<file path="config.mk">
export PLATFORM = sky130hd
export DESIGN_NAME = param_data_memory
export DESIGN_NICKNAME = d
export VERILOG_FILES = /design/src/rtl/param_data_memory.sv
export SDC_FILE = /design/constraint.sdc
export NUM_CORES = 2
export LEC_CHECK = 0
export ABC_CLOCK_PERIOD_IN_PS = 8000
export BUFFER_PORTS_ARGS = -buffer_cell sky130_fd_sc_hd__buf_4
export CORE_ASPECT_RATIO = 0.75
export CORE_MARGIN = 2
export CORE_UTILIZATION = 60
export CTS_BUF_LIST = sky130_fd_sc_hd__clkbuf_4 sky130_fd_sc_hd__clkbuf_8 sky130_fd_sc_hd__clkbuf_16
export DETAILED_ROUTE_END_ITERATION = 10
export PLACE_DENSITY = 0.78
export SYNTH_ARGS = -nofsm -noshare
export SYNTH_HDL_FRONTEND = slang
export SYNTH_SLANG_ARGS = --single-unit
</file>
<file path="constraint.sdc">
create_clock -name clk -period 8 [get_ports clk]
set_input_delay 0.8 -clock clk [delete_from_list [all_inputs] [get_ports clk]]
set_output_delay 0.8 -clock clk [all_outputs]
set_load 0.01 [all_outputs]
</file>
<file path="src/rtl/param_data_memory.sv">
// param_data_memory: one read/write port (A), one read-only port (B), registered reads and a zero-fill sequencer
module param_data_memory #(
  parameter int DATA_W = 8,
  parameter int ADDR_W = 16,
  parameter int DEPTH  = 256
) (
  input  logic              clk,
  input  logic              reset,
  input  logic [ADDR_W-1:0] a_addr,
  input  logic [DATA_W-1:0] a_write_data,
  input  logic              a_memwrite,
  input  logic              a_memread,
  output logic [DATA_W-1:0] a_read_data,
  output logic              a_rvalid,
  input  logic [ADDR_W-1:0] b_addr,
  input  logic              b_memread,
  output logic [DATA_W-1:0] b_read_data,
  output logic              b_rvalid,
  input  logic              clear,
  output logic              busy,
  output logic              addr_err
);
  localparam int IW = (DEPTH > 1) ? $clog2(DEPTH) : 1;
  localparam logic [ADDR_W:0] LIM = (ADDR_W + 1)'(DEPTH);
  localparam logic [IW-1:0] LAST = IW'(DEPTH - 1);
  typedef enum logic {CLEAR, IDLE} state_t;
  state_t state;
  logic [IW-1:0] cnt;
  logic [DATA_W-1:0] mem [DEPTH];
  logic a_ok, b_ok, a_rd, a_wr, b_rd, we;
  logic [IW-1:0] wa, a_idx, b_idx;
  logic [DATA_W-1:0] wd;
  assign busy = state == CLEAR;
  always_comb begin
    a_ok  = {1'b0, a_addr} < LIM;
    b_ok  = {1'b0, b_addr} < LIM;
    a_idx = a_addr[IW-1:0];
    b_idx = b_addr[IW-1:0];
    a_rd  = !busy && a_memread;
    a_wr  = !busy && a_memwrite;
    b_rd  = !busy && b_memread;
    we    = !reset && (busy || (a_wr && a_ok));
    wa    = busy ? cnt : a_idx;
    wd    = busy ? '0 : a_write_data;
  end
  always_ff @(posedge clk) begin
    if (reset) begin
      state <= CLEAR;
      cnt   <= '0;
    end else if (busy) begin
      state <= (cnt == LAST) ? IDLE : CLEAR;
      cnt   <= (cnt == LAST) ? '0 : cnt + 1'b1;
    end else if (clear) begin
      state <= CLEAR;
      cnt   <= '0;
    end
  end
  always_ff @(posedge clk) begin
    if (we) mem[wa] <= wd;
  end
  always_ff @(posedge clk) begin
    if (reset) begin
      a_read_data <= '0;
      b_read_data <= '0;
      a_rvalid    <= 1'b0;
      b_rvalid    <= 1'b0;
      addr_err    <= 1'b0;
    end else begin
      a_rvalid <= a_rd;
      b_rvalid <= b_rd;
      addr_err <= ((a_rd || a_wr) && !a_ok) || (b_rd && !b_ok);
      if (a_rd) a_read_data <= a_ok ? mem[a_idx] : '0;
      if (b_rd) b_read_data <= b_ok ? mem[b_idx] : '0;
    end
  end
endmodule

</file>
==> results by group <==
CTS
  – Total CTS buffers: ~190
  – Clock transition at path regs: 0.07 ns
  – Worst skew pair latency: 0.86 ns
  – CTS tree: built
  – # hold bufs at CTS: 0
  – Post-CTS Setup Bufs: 0
  – Maximum clock insertion buffer count: 3
  – # clock sinks: 2,076
  – CTS resizes: 0
  – Root buffer cell: clkbuf_16
  – CTS HTree Levels: 4

Outcome
  – Outcome: finished, violations left
  – Failing checks: DRC, capacitance limit, slew limit

Die
  – Core ar.: 162,000 sq um
  – Die width: 470 microns
  – Site row count: between 100 and 150
  – Initial Utilization: 0.603
  – Area of the die: 166,000 sq um
  – Die height: about 350 microns
  – Num ports: 66

Run
  – Max_cap viols: 4

STA
  – Setup-failing EPs final: 0
  – Skew final: 0.0456 ns
  – Rel. slew slack: -0.0799
  – F_max: between 150 and 200 MHz
  – Worst slew pin tran: 1.62 ns
  – Min cycle time layout: 5.03 ns
  – RSZ-0062 raised after global routing: false
  – Final Cycle Share: 0.629
  – Final hold violations: 0
  – Max-slew violations: 26
  – Setup TNS: 0 ns

Yosys
  – Most frequent cell after synthesis: edfxtp_1
  – Post-Syn Area: roughly 100,000 sq um
  – Sequential-to-total area share from yosys stat: 0.635
  – Syn nets: around 5.3k
  – Warnings from Yosys: 0
  – Yosys reg bits: 2,076
  – Commonest cells in the synthesized netlist: 2,048 x edfxtp_1, 971 x mux4_2, 352 x nor2_1, 249 x mux2i_1, 189 x nand2_1
  – Dominant synthesized flop cell: edfxtp_1
  – Area leader, netlist: edfxtp_1
  – Top cell type's share of synthesized area: 0.629
  – Mapped Cells: 5,205
  – Post-synth ARST share: 0
  – Yosys cell types: 77
  – Post-synth EDFFs: ~2.0k
  – Top cells by area, synth: edfxtp_1 63%, mux4_2 22%, mux2i_1 2.5%, nor2_1 1.4%, a22oi_1 0.98%
  – Syn avg cell area: ~19 sq um

Min path
  – Hold Path End: b_rvalid
  – Class of the worst hold path: input port to flip-flop
  – Hold path depth: 3
  – HP Start: b_memread

Setup path
  – Reg2reg start: state
  – CP max FO: just under 90
  – Reg2reg end: mem[210][0]
  – Reg2reg setup slack: 3.42 ns
  – Startpoint type of the worst setup path: input port
  – Crit path capture type: flip-flop
  – Worst Path Arrival: between 5 and 6 ns
  – CP Class: input port to flip-flop
  – R2R cell count: 4
  – Worst path required time: 8.72 ns

Global routing
  – Vias in the first global route: 58.2k
  – GRT Util Overall: 0.399
  – First-pass GRT wire length: 459 mm
  – Initial antenna violation count: 17
  – Largest net degree at the start of global routing: 212
  – GRT overflow: 0

Cells and area
  – Final Net Count: 5,264
  – Final Non-Filler Cells: 7,530
  – Area Growth Syn to Fin: 8.54%
  – Share of post-route cells with drive strength above 1: 0.297
  – FILL cells: 10.5k

Pwr
  – Worst vdd ir: 264 uV
  – Pleak: 31.9 nW
  – Pwr per Cell Area: 215 nW/um^2

Routing
  – Routed WL per cell: 44.0 microns
  – Vias: 61.1k
  – DRC viols: 5
  – Post-route ant nets: 0
  – Initial drt markers: between 10k and 15k
  – Routed WL: approximately 330 mm
  – Vias per cell: 8.12
  – Pre-antenna DRT Iters: 11

Placed design
  – Placed Cells: 7,168
  – Routability Congestion: 1.03
  – Post-DP HPWL: 213 mm
  – IO Port Bufs: 65
critical path: stages:
cell	delay, ns
clkbuf_8	0.43
buf_12	0.45
nor2b_4	1.05
a22oi_1	0.29
nand2_1	0.14
a211oi_1	0.19
a211oi_1	1.13
a311oi_1	0.37
o41ai_1	0.53
power by group:
group          internal [mW]  total (mW)  switching, mW
registers               11.8        11.8        0.00605
clock network           5.19        9.29           4.11
logic                  0.641        1.79           1.15
total                   17.6        22.9           5.26
final cells by class:
| type | count | area [sq um] | area share |
|---|---|---|---|
| sequential | 2076 | 62100 | 0.585 |
| multi-input combinational | 2698 | 33100 | 0.311 |
| clock buffer | 250 | 5350 | 0.0504 |
| tap | 2145 | 2680 | 0.0253 |
| timing repair buffer | 232 | 1980 | 0.0187 |
| clock inverter | 95 | 887 | 0.00836 |
| inverter | 17 | 65.1 | 0.000613 |
| antenna | 17 | 42.5 | 0.000401 |
state kept, by name (all words and copies together) (netlist names):
register and cells:
cnt 8, b_rvalid 1, state 1, addr_err 1, b_read_data 8, mem 2048, a_read_data 8, a_rvalid 1
metrics by stage:
stage,area (sq um),hold WS [ns],util,power (mW),worst slack [ns]
detailed placement,99800,0.547,0.616,13.7,2.82
finish,106000,0.160,0.655,22.9,2.97
CTS,106000,0.122,0.655,22.7,3.66
global placement,99800,0.540,0.616,13.7,2.69
floorplan,97800,0.476,-,13.1,2.48
global route,106000,0.178,0.655,23.2,3.34
logic make-up after synthesis:
logic type               synth area share
flip-flops                          0.635
multiplexers                        0.253
AND/OR/NAND/NOR                    0.0361
AO/OA/AOI/OAI                      0.0480
buffers and inverters              0.0285
adder cells (fa/ha/maj)          0.000128
per-layer routing:
layer | track usage | wire length [microns] | vias to the layer above
met1 | 0.545 | 109000 | 30900
li1 | - | - | 22300
met2 | 0.534 | 135000 | 6634
met3 | 0.196 | 64700 | 1264
met4 | 0.204 | 21800 | 18
met5 | 0 | 264 | -
worst max-delay path by stage:
stage | slack [ns] | endpoint | startpoint
finish | 2.97 | b_read_data[1] | b_addr[2]
global route | 3.34 | b_read_data[1] | b_addr[2]
CTS | 3.66 | mem[92][4] | state
detailed placement | 2.82 | mem[63][0] | a_addr[0]
global placement | 2.69 | b_read_data[2] | b_addr[3]
floorplan | 2.48 | mem[0][0] | state
layout by cell type, fill, tap and decap left out, types with 12 or more instances in the layout:
master	netlist	routed
clkbuf_16	0	196
a31oi_1	21	21
a221oi_1	35	35
mux2_2	27	27
nor2_1	352	344
o22ai_1	70	70
a22oi_1	127	127
bufinv_16	0	15
diode_2	0	17
a21oi_1	108	108
edfxtp_1	2048	2048
mux4_2	971	971
a2111oi_0	12	12
o221ai_1	47	47
nand3_1	39	38
a311oi_1	12	12
buf_4	65	209
and2_1	35	27
clkbuf_4	1	48
nand4_1	15	15
buf_12	8	16
nor2b_1	36	28
nor3_1	46	46
clkinv_2	0	28
nand2b_1	17	17
o211ai_1	18	18
nand2_1	189	188
dfxtp_1	28	28
mux2i_1	249	249
a211oi_1	36	34
clkinv_1	2	37
o21ai_0	62	62
a22o_1	24	24
(Power assumes the default switching activity.)
